**src/rtl/arb_weight_credit_tracker_if.sv**
```systemverilog
// Bundle of the configuration, grant and status signals that pass between the
// weighted round-robin arbiter and its credit tracker. The master side drives
// the weights, grant and reload controls. The slave side (the tracker) returns
// the credit state.
interface arb_weight_credit_tracker_if #(
    parameter int P_REQUESTER_NUM = 3,
    parameter int P_WEIGHT_W      = 2,
    parameter int P_ROUND_W       = 8
);
    // Configured weights. Requester n occupies n*W..n*W+W-1, and index n*W is the MSB.
    logic [0:P_REQUESTER_NUM*P_WEIGHT_W-1] req_weight_i;
    logic [P_REQUESTER_NUM-1:0]            grant_i;
    logic                                  round_comp_i;
    logic                                  reload_i;

    // Current credits, packed the same way as req_weight_i.
    logic [0:P_REQUESTER_NUM*P_WEIGHT_W-1] req_credit_o;
    logic [P_REQUESTER_NUM-1:0]            req_weight_remain_o;
    logic [P_REQUESTER_NUM-1:0]            req_eligible_o;
    logic                                  round_done_o;
    logic [P_ROUND_W-1:0]                  round_cnt_o;
    logic                                  err_o;

    modport master (
        output req_weight_i,
        output grant_i,
        output round_comp_i,
        output reload_i,
        input  req_credit_o,
        input  req_weight_remain_o,
        input  req_eligible_o,
        input  round_done_o,
        input  round_cnt_o,
        input  err_o
    );

    modport slave (
        input  req_weight_i,
        input  grant_i,
        input  round_comp_i,
        input  reload_i,
        output req_credit_o,
        output req_weight_remain_o,
        output req_eligible_o,
        output round_done_o,
        output round_cnt_o,
        output err_o
    );
endinterface

```
**src/rtl/arb_weight_credit_tracker.sv**
```systemverilog
// Per-requester credit store for the weighted round-robin arbiter.
// The tracker loads each requester's weight as credits and spends one credit per grant.
// It reloads all credits on a forced reload, on a completed round, or when every
// credit is exhausted. It counts completed rounds and flags any grant made to a
// requester that has no credit left.
// All outputs come from registers. No input reaches an output combinationally.
module arb_weight_credit_tracker #(
    parameter int P_REQUESTER_NUM = 3,
    parameter int P_WEIGHT_W      = 2,
    parameter int P_ROUND_W       = 8
) (
    input  logic                         clk,
    input  logic                         rst,
    arb_weight_credit_tracker_if.slave   bus
);

    typedef enum logic {
        S_LOAD,
        S_RUN
    } state_t;

    typedef logic [P_WEIGHT_W-1:0] credit_t;

    state_t               state;
    state_t               state_nxt;

    credit_t              weight     [P_REQUESTER_NUM];
    credit_t              credit     [P_REQUESTER_NUM];
    credit_t              credit_nxt [P_REQUESTER_NUM];

    logic [P_REQUESTER_NUM-1:0] eligible;
    logic [P_REQUESTER_NUM-1:0] remain;

    logic                 round_done;
    logic                 round_done_nxt;
    logic [P_ROUND_W-1:0] round_cnt;
    logic [P_ROUND_W-1:0] round_cnt_nxt;
    logic                 err;
    logic                 err_nxt;

    // Unpack the MSB-first weight vector into one field per requester.
    always_comb begin
        for (int i = 0; i < P_REQUESTER_NUM; i++) begin
            weight[i] = bus.req_weight_i[i*P_WEIGHT_W +: P_WEIGHT_W];
        end
    end

    // Derive the status vectors from the credit registers only.
    always_comb begin
        eligible         = '0;
        remain           = '0;
        bus.req_credit_o = '0;
        for (int i = 0; i < P_REQUESTER_NUM; i++) begin
            eligible[i] = (credit[i] != '0);
            remain[i]   = (credit[i] > credit_t'(1));
            bus.req_credit_o[i*P_WEIGHT_W +: P_WEIGHT_W] = credit[i];
        end
    end

    assign bus.req_eligible_o      = eligible;
    assign bus.req_weight_remain_o = remain;
    assign bus.round_done_o        = round_done;
    assign bus.round_cnt_o         = round_cnt;
    assign bus.err_o               = err;

    // Compute the next state and the next credit, round and error values.
    // The reload sources are checked in priority order: forced, round-complete, exhausted.
    always_comb begin
        // NOTE: every signal this block writes gets a default first.
        // A path that leaves a signal unassigned would infer a latch.
        state_nxt      = state;
        credit_nxt     = credit;
        round_done_nxt = 1'b0;
        round_cnt_nxt  = round_cnt;
        err_nxt        = err;

        unique case (state)
            S_LOAD: begin
                // Grant and round inputs are ignored while the first weights load.
                credit_nxt = weight;
                state_nxt  = S_RUN;
            end

            S_RUN: begin
                if (bus.reload_i) begin
                    credit_nxt = weight;
                end else if (bus.round_comp_i && (|bus.grant_i)) begin
                    credit_nxt     = weight;
                    round_done_nxt = 1'b1;
                    round_cnt_nxt  = round_cnt + 1'b1;
                end else if (eligible == '0) begin
                    // Every credit is spent, or every weight is zero: start a fresh round.
                    credit_nxt = weight;
                end else begin
                    // Each granted bit is handled independently.
                    // A multi-hot grant is therefore not an error.
                    for (int i = 0; i < P_REQUESTER_NUM; i++) begin
                        if (bus.grant_i[i]) begin
                            if (credit[i] != '0) begin
                                credit_nxt[i] = credit[i] - 1'b1;
                            end else begin
                                err_nxt = 1'b1;
                            end
                        end
                    end
                end
            end

            default: begin
                state_nxt = S_LOAD;
            end
        endcase
    end

    // FSM state register. Reset always restarts in S_LOAD.
    always_ff @(posedge clk or posedge rst) begin
        // NOTE: sequential state uses non-blocking assignments only.
        // Every register then samples values from before the edge.
        if (rst) begin
            state <= S_LOAD;
        end else begin
            state <= state_nxt;
        end
    end

    // Credit, round and sticky error registers.
    always_ff @(posedge clk or posedge rst) begin
        if (rst) begin
            // NOTE: the credit array is reset along with the other state, because it
            // drives the outputs directly and they must read zero during reset.
            for (int i = 0; i < P_REQUESTER_NUM; i++) begin
                credit[i] <= '0;
            end
            round_done <= 1'b0;
            round_cnt  <= '0;
            err        <= 1'b0;
        end else begin
            credit     <= credit_nxt;
            round_done <= round_done_nxt;
            round_cnt  <= round_cnt_nxt;
            err        <= err_nxt;
        end
    end

endmodule

```
**src/flat_wrapper.sv**
```systemverilog
// flat-port wrapper written by rule: the top's interface ports become plain ports
module arb_weight_credit_tracker_flat 
#(
    parameter int P_REQUESTER_NUM = 3,
    parameter int P_WEIGHT_W      = 2,
    parameter int P_ROUND_W       = 8
)
  (clk, rst, bus_req_weight_i, bus_grant_i, bus_round_comp_i, bus_reload_i, bus_req_credit_o, bus_req_weight_remain_o, bus_req_eligible_o, bus_round_done_o, bus_round_cnt_o, bus_err_o);
  arb_weight_credit_tracker_if #(.P_REQUESTER_NUM(P_REQUESTER_NUM), .P_WEIGHT_W(P_WEIGHT_W), .P_ROUND_W(P_ROUND_W)) bus_i ();
  input  logic clk;
  input  logic rst;
  input wire logic [$bits(bus_i.req_weight_i)-1:0] bus_req_weight_i;
  input wire logic [$bits(bus_i.grant_i)-1:0] bus_grant_i;
  input wire logic [$bits(bus_i.round_comp_i)-1:0] bus_round_comp_i;
  input wire logic [$bits(bus_i.reload_i)-1:0] bus_reload_i;
  output wire logic [$bits(bus_i.req_credit_o)-1:0] bus_req_credit_o;
  output wire logic [$bits(bus_i.req_weight_remain_o)-1:0] bus_req_weight_remain_o;
  output wire logic [$bits(bus_i.req_eligible_o)-1:0] bus_req_eligible_o;
  output wire logic [$bits(bus_i.round_done_o)-1:0] bus_round_done_o;
  output wire logic [$bits(bus_i.round_cnt_o)-1:0] bus_round_cnt_o;
  output wire logic [$bits(bus_i.err_o)-1:0] bus_err_o;
  assign bus_i.req_weight_i = bus_req_weight_i;
  assign bus_i.grant_i = bus_grant_i;
  assign bus_i.round_comp_i = bus_round_comp_i;
  assign bus_i.reload_i = bus_reload_i;
  assign bus_req_credit_o = bus_i.req_credit_o;
  assign bus_req_weight_remain_o = bus_i.req_weight_remain_o;
  assign bus_req_eligible_o = bus_i.req_eligible_o;
  assign bus_round_done_o = bus_i.round_done_o;
  assign bus_round_cnt_o = bus_i.round_cnt_o;
  assign bus_err_o = bus_i.err_o;
  arb_weight_credit_tracker #(.P_REQUESTER_NUM(P_REQUESTER_NUM), .P_WEIGHT_W(P_WEIGHT_W), .P_ROUND_W(P_ROUND_W)) u_core (.clk(clk), .rst(rst), .bus(bus_i));
endmodule
```
**config.mk**
```make
export PLATFORM = sky130hd
export DESIGN_NAME = arb_weight_credit_tracker_flat
export DESIGN_NICKNAME = d
export VERILOG_FILES = /design/src/rtl/arb_weight_credit_tracker_if.sv /design/src/rtl/arb_weight_credit_tracker.sv /design/src/flat_wrapper.sv
export SDC_FILE = /design/constraint.sdc
export NUM_CORES = 1
export LEC_CHECK = 0
export ABC_AREA = 1
export BUFFER_PORTS_ARGS = -buffer_cell sky130_fd_sc_hd__clkbuf_2
export CAP_MARGIN = 40
export CORE_ASPECT_RATIO = 1.25
export CORE_MARGIN = 2
export CORE_UTILIZATION = 40
export CTS_BUF_LIST = sky130_fd_sc_hd__clkbuf_4
export DETAILED_ROUTE_END_ITERATION = 6
export PLACE_DENSITY = 0.68
export SLEW_MARGIN = 40
export SYNTH_ARGS = -nofsm -noshare
export SYNTH_HDL_FRONTEND = slang
export SYNTH_SLANG_ARGS = --single-unit
```
**constraint.sdc**
```tcl
create_clock -name clk -period 1.1 [get_ports clk]
set_input_delay 0.11 -clock clk [delete_from_list [all_inputs] [get_ports clk]]
set_output_delay 0.11 -clock clk [all_outputs]
set_load 0.05 [all_outputs]
```
==> results of run 1 <==
-- worst paths after layout --
kind,end,slack (ns)
max in group asynchronous,u_core.bus.req_credit_o[3],0.53
worst max register to register,u_core.bus.req_credit_o[5],-0.31
worst min register to register,u_core.bus.err_o,0.51
min in group asynchronous,u_core.bus.req_credit_o[4],0.36
worst min-delay path,u_core.bus.req_credit_o[2],0.04
worst max-delay path,u_core.bus.req_credit_o[5],-0.31
-- power by group --
| part | internal (mW) | leakage [nW] | switching, mW |
|---|---|---|---|
| combinational | 0.716 | 0.745 | 0.903 |
| sequential | 0.745 | 0.195 | 0.191 |
| clock | 0.165 | 0.0184 | 0.191 |
| total | 1.63 | 0.958 | 1.29 |
-- worst min-delay path, stage by stage --
cell	delay [ns]
clkbuf_2	0.08
nand2_1	0.05
o21ai_1	0.05
-- cell usage in the layout, fill, tap and decap left out, types with 3 or more instances in the layout --
| cell type | Yosys | final |
|---|---|---|
| buf_12 | 0 | 3 |
| buf_4 | 0 | 15 |
| buf_6 | 1 | 9 |
| buf_8 | 0 | 7 |
| clkbuf_2 | 0 | 16 |
| clkbuf_4 | 0 | 9 |
| clkinvlp_4 | 0 | 3 |
| dfrtp_1 | 17 | 4 |
| dfrtp_2 | 0 | 13 |
| ha_4 | 0 | 7 |
| inv_1 | 22 | 10 |
| inv_2 | 1 | 6 |
| inv_4 | 0 | 4 |
| nand2_1 | 50 | 40 |
| nand2_2 | 6 | 13 |
| nand2_4 | 0 | 4 |
| nand3_1 | 13 | 8 |
| nand3_2 | 1 | 4 |
| nor2_2 | 0 | 3 |
| nor2_4 | 2 | 6 |
| o21ai_1 | 4 | 4 |
| xnor2_1 | 4 | 3 |
-- registers in the layout, indices dropped and copies added, names as in the netlist --
signal,cells
u_core.bus.round_cnt_o,8
u_core.bus.req_credit_o,6
u_core.bus.err_o,1
u_core.bus.round_done_o,1
u_core.state,1
-- routing by layer --
metal / routed length, µm / global-route usage [%] / vias to the layer above
li1: - / - / 560
met1: 1300 / 20.8 / 563
met2: 1960 / 41.9 / 24
met3: 96 / 2.18 / 2
met4: 14 / 7.94 / 0
met5: 0 / 0 / -
-- cell type report --
type                            instances  area, µm²
Clock buffer                            4       30.0
Fill cell                             157        519
Inverter                               23        108
Multi-Input combinational cell        101        753
Sequential cell                        17        442
Tap cell                               33       41.3
Timing Repair Buffer                   60        584
-- logic make-up (layout without fill, tap and decap cells) --
group	count (synthesis)	in the layout
and+or+nand+nor	80	81
buffers and inverters	24	87
DFF	17	17
AOI/OAI and AO/OA	8	8
adders and majority gates	7	7
xor gates and xnor gates	4	4
other	1	1
-- timing repair --
action | in CTS | in global routing
hold endpoints to repair | 17 | 0
resized for setup | 50 | 42
cloned | 1 | 0
pin swaps | 11 | 19
hold buffers | 1 | 0
setup buffers | 6 | 9
setup endpoints to repair | 24 | 29
==> results by group, run 1 <==
Worst setup path
  • Slowest cell on crit path: dfrtp_2
  • Sequence of cells on the critical path: inv_2 > ha_4 > clkinvlp_4 > buf_6 > nand2_4 > nand2_2 > nand2_2 > nand3_2 > nand2_1 > inv_1
  • CP top delay family: flip-flops
  • Bufs and invs on worst path: 4
  • Critical path depth: 10
  • CP Max Fanout: 4
  • WS Path Type: flop to flop
  • Arr. time, crit path: 1.61 ns
  • Nature of the critical path startpoint: flop
  • Data required, critical path: 1.29 ns
  • Worst setup startpoint: u_core.bus.req_credit_o[5]
  • R2R Path Start: u_core.bus.req_credit_o[5]
  • Worst R2R Path Depth: 10
  • Most frequent CP cell: nand2_2
  • Crit end category: flop
  • Delay of the slowest critical-path stage: 0.45 ns

Synth
  • Post-synth ARST share: 100%
  • Synth Cell Area: 0.00105 mm²
  • Post-synthesis mux area share: 0%
  • Synthesized Nets: 161
  • Cell accounting for the most synthesized area: dfrtp_1
  • Yosys Warn Count: 0
  • Flops & latches, synth: 17
  • Post-synth top flop: dfrtp_1
  • Avg Inst Size Synth: 7.46 µm²
  • Post-Synth XOR/XNOR Area: 3.33%
  • Post-synth cell types: 17
  • Seq/Total Area, Yosys: 40.4%
  • Mapped Cells: 141
  • Post-Synth Simple-Gate Area: 33.5%
  • Adder-Cell Fraction of Synth Area: 8.32%
  • Synth area leaders: dfrtp_1 40%, nand2_1 18%, ha_1 8.3%, inv_1 7.8%, nand3_1 6.2%
  • Largest family of logic cells by synthesized area: simple AND/OR/NAND/NOR gates
  • Share of the synthesized area in the top cell type: 40.4%
  • Fraction of the mapped netlist area in compound gates: 4.76%
  • EDFF count, synth: 0
  • Top cells by count, synth: 50 x nand2_1, 22 x inv_1, 17 x dfrtp_1
  • Count leader, synth: nand2_1

Route
  • 1st-iter DRT viols: 9
  • Total wire length: 3370 µm
  • DRC: 0
  • WL/cell: 14.2 µm
  • Drt pass-1 iters: 4
  • DR vias/cell: 4.83
  • Antenna Violating Nets Remaining: 0
  • Vias: 1149

CTS
  • Worst-path clk slew: 0.10 ns
  • Root Driver: clkbuf_4
  • Later-pin clock latency in the skew report: 0.28 ns
  • TritonCTS clock tree: yes
  • Clock sinks: 17
  • CTS buffer count: 3
  • H-tree levels: 1
  • Deepest clock path buffer count: 2

Placed design
  • Inst Count DP: 217
  • Gpl congestion: 0.838
  • Placed cell area: 0.00144 mm²
  • # port buffers: 34
  • Pre-CTS setup slack: -0.177 ns
  • DPL Wire Length: 1930 µm

Timing
  • Final setup violation count: 16
  • Setup tns final: -3.36 ns
  • Slew Viols, Final: 0
  • Hold slack: 0.0390 ns
  • Setup ws final: -0.314 ns
  • Clk_skew: 0.00762 ns
  • RSZ-0062 raised after global routing: true
  • Period utilization: 129%
  • Period minus WS final: 1.41 ns
  • Max Clk Rate: 707 MHz
  • Fin. Hold Viols: 0

Layout
  • Fin cells: 238
  • Synth-to-Final Area Change: 86.1%
  • Antenna cells: 0
  • Finished Cell Area: 0.00196 mm²
  • Layout cell share with drive strength beyond 1: 63.9%
  • Fin util: 79.0%
  • Fin nets: 226

Hold path
  • Hold path depth: 3
  • Hold Path Class: input port to flop
  • Hold Crit Start: bus_req_weight_i[3]

Global route
  • Total gr overflow: 0
  • Initial antenna violation count: 0
  • Overall Global Routing Usage: 20.2%
  • Largest net degree at the start of global routing: 18
  • Vias in the first global route: 1097
  • First-pass GRT wire length: 4700 µm

Floorplan
  • Starting density of the core: 42.5%
  • Die Height: 61.3 µm
  • Die W: 49.9 µm
  • Cell Rows: 20
  • Core footprint: 0.00248 mm²
  • Die area: 0.00306 mm²
  • Num ports: 35

Run status
  • Status: complete, but fails checks
  • Failing checks: negative setup slack

Pwr
  • P per Cell Area: 1490 mW/mm²
  • Peak supply drop: 1.80 mV
  • Leakage power: 0.958 nW
  • Overall Power: 2.91 mW

Run
  • Max cap viols: 0
No activity file was read; power rests on OpenSTA's default activity.
==> run 2, diff against run 1 <==
--- a/config.mk
+++ b/config.mk
@@ -10,11 +10,12 @@
 export CAP_MARGIN = 40
 export CORE_ASPECT_RATIO = 1.25
 export CORE_MARGIN = 2
-export CORE_UTILIZATION = 40
+export CORE_UTILIZATION = 51
 export CTS_BUF_LIST = sky130_fd_sc_hd__clkbuf_4
 export DETAILED_ROUTE_END_ITERATION = 6
-export PLACE_DENSITY = 0.68
+export PLACE_DENSITY = 0.81
 export SLEW_MARGIN = 40
 export SYNTH_ARGS = -nofsm -noshare
 export SYNTH_HDL_FRONTEND = slang
 export SYNTH_SLANG_ARGS = --single-unit
+export TNS_END_PERCENT = 1
==> constraint.sdc (replaced) <==
create_clock -name clk -period 1.4 [get_ports clk]
set_input_delay 0.14 -clock clk [delete_from_list [all_inputs] [get_ports clk]]
set_output_delay 0.14 -clock clk [all_outputs]
set_load 0.05 [all_outputs]
==> results by group, run 2 (same netlist as run 1, synthesis figures left out) <==
Hold path
  • Hold endpoint: u_core.bus.req_credit_o[2]
  • Hold path depth: 3 (unchanged)
  • Hold Crit Start: bus_req_weight_i[3]
  • Hold Path Class: input port to flop

Floorplan
  • Die area: 0.00244 mm² (-20%)
  • Starting density of the core: 53.7% (+11 points)
  • Num ports: 35 (unchanged)
  • Cell Rows: 18 (-10%)
  • Die W: 44.6 µm (-11%)
  • Core footprint: 0.00196 mm² (-21%)
  • Die Height: 54.8 µm (-11%)

Run status
  • Failing checks: negative setup slack
  • Status: complete, but fails checks

Placed design
  • DPL Wire Length: 1770 µm (-8.0%)
  • Inst Count DP: 195 (-10%)
  • # port buffers: 34 (unchanged)
  • Gpl congestion: 0.780 (-6.9%)

Global route
  • Overall Global Routing Usage: 21.1% (+0.84 points)
  • Vias in the first global route: 931 (-15%)
  • Total gr overflow: 0 (unchanged)
  • Largest net degree at the start of global routing: 18 (unchanged)
  • First-pass GRT wire length: 3700 µm (-21%)
  • Initial antenna violation count: 0 (unchanged)

Layout
  • Filler Cells Inserted: 166 (+5.7%)
  • Fin util: 75.1% (-3.9 points)
  • Most frequent cells in the layout: 50 x nand2_1, 28 x clkbuf_2, 13 x inv_1, 13 x nand3_1, 11 x dfrtp_1
  • Antenna cells: 0 (unchanged)
  • Commonest non-fill, non-tap cell in the layout: nand2_1
  • Fin cells: 204 (-14%)
  • Layout cell share with drive strength beyond 1: 42.4% (-22 points)
  • Number of flip-flops in the largest register: 8 (unchanged)
  • Synth-to-Final Area Change: 39.8%
  • Fin nets: 205 (-9.3%)

Timing
  • Fin. Hold Viols: 0 (unchanged)
  • Setup tns final: -0.0212 ns (+3.34 ns)
  • RSZ-0062 raised after global routing: true
  • Period utilization: 101%
  • Max Clk Rate: 708 MHz
  • Final setup violation count: 2 (-14)
  • Period minus WS final: 1.41 ns
  • Clk_skew: 0.00490 ns (-0.00272 ns)
  • Setup ws final: -0.0123 ns (+0.302 ns)
  • Slew Viols, Final: 0 (unchanged)

Pwr
  • P per Cell Area: 1250 mW/mm² (-16%)
  • Peak supply drop: 1.11 mV (-39%)
  • Leakage power: 0.785 nW (-18%)

Worst setup path
  • Nature of the critical path startpoint: flop
  • R2R Path Start: u_core.bus.req_credit_o[5]
  • WS Path Type: flop to primary output
  • Reg2Reg Setup Slack: 0.10 ns (+0.41 ns)
  • Data required, critical path: 1.26 ns (-0.03 ns)
  • CP Max Fanout: 4 (unchanged)
  • Arr. time, crit path: 1.27 ns (-0.34 ns)
  • Critical R2R Capture: u_core.bus.req_credit_o[3]
  • Worst R2R Path Depth: 9 (-1)
  • Crit end category: primary output

Route
  • DRC: 0 (unchanged)
  • Vias: 999 (-13%)
  • 1st-iter DRT viols: 8 (-1)
  • WL/cell: 10.9 µm (-23%)
  • Antenna Violating Nets Remaining: 0 (unchanged)
  • Drt pass-1 iters: 6 (+2)
  • Total wire length: 2230 µm (-34%)
  • DR vias/cell: 4.90 (+1.4%)

CTS
  • CTS buffer count: 3 (unchanged)
  • TritonCTS clock tree: yes
  • H-tree levels: 1 (unchanged)
  • Deepest clock path buffer count: 2 (unchanged)
  • Later-pin clock latency in the skew report: 0.30 ns (+0.02 ns)
  • Clock sinks: 17 (unchanged)
  • Root Driver: clkbuf_4
  • Worst-path clk slew: 0.10 ns (about the same)

Run
  • Max cap viols: 0 (unchanged)
-- run 2: cell types whose count changed in the layout (fill, tap and decap cells not counted), sizes merged --
cell,previous run,this run
buf,34,9
clkbuf,29,34
nand2,57,56
-- run 2: metal layers --
metal / vias to the layer above / wire length [µm] / global-route usage, %
met3: 5 / 104 / 1.98
li1: 518 / - / -
met4: 0 / 47 / 10.6
met2: 28 / 1230 / 42.5
met5: - / 0 / 0
met1: 448 / 844 / 20.7
-- run 2: report_power, final --
part,leakage [nW],switching (mW),internal [mW]
registers,0.205,0.116,0.573
clock network,0.0184,0.159,0.131
logic,0.562,0.580,0.275
-- run 2: cell type report --
class | count | area, µm² | area share [%]
inverter | 23 | 105 | 7.14
clock buffer | 4 | 30.0 | 2.04
multi-input combinational | 100 | 592 | 40.2
sequential | 17 | 433 | 29.4
timing repair buffer | 40 | 287 | 19.5
tap | 20 | 25.0 | 1.70
-- run 2: worst max path at each step --
| stage | start | to | slack, ns |
|---|---|---|---|
| after floorplan | u_core.bus.req_credit_o[0] | u_core.bus.req_credit_o[1] | -0.16 |
| after global placement | u_core.bus.req_credit_o[4] | u_core.bus.req_credit_o[1] | 0.14 |
| after detailed placement | u_core.bus.req_credit_o[4] | u_core.bus.req_credit_o[3] | 0.09 |
| after CTS | u_core.bus.req_credit_o[1] | bus_req_eligible_o[0] | -0.03 |
| after global routing | u_core.bus.req_credit_o[5] | bus_req_eligible_o[2] | -0.05 |
| final | u_core.bus.req_credit_o[5] | bus_req_eligible_o[2] | -0.01 |
-- run 2: per-stage QoR --
stage / total power, mW / area, µm² / setup WS, ns / hold WS (ns)
2_1_floorplan: 1.31 / 1120 / -0.157 / 0.0657
3_3_place_gp: 1.47 / 1320 / 0.141 / 0.136
3_5_place_dp: 1.50 / 1320 / 0.0909 / 0.149
4_1_cts: 1.84 / 1440 / -0.0281 / 0.0546
5_1_grt: 1.94 / 1470 / -0.0450 / 0.0598
6_report: 1.83 / 1470 / -0.0123 / 0.0594
-- run 2: critical path, stage by stage (launching register included) --
cell and delay [ns]:
dfrtp_2 0.44, inv_2 0.08, ha_4 0.15, clkinvlp_4 0.12, buf_8 0.17
-- run 2: timing repair --
item | CTS | global route
pin swaps | 2 | 2
hold endpoints to repair | 17 | 0
endpoints found under the setup margin | 6 | 14
gates cloned | 0 | 0
hold buffers | 1 | 0
setup buffers | 3 | 1
resized for setup | 14 | 7
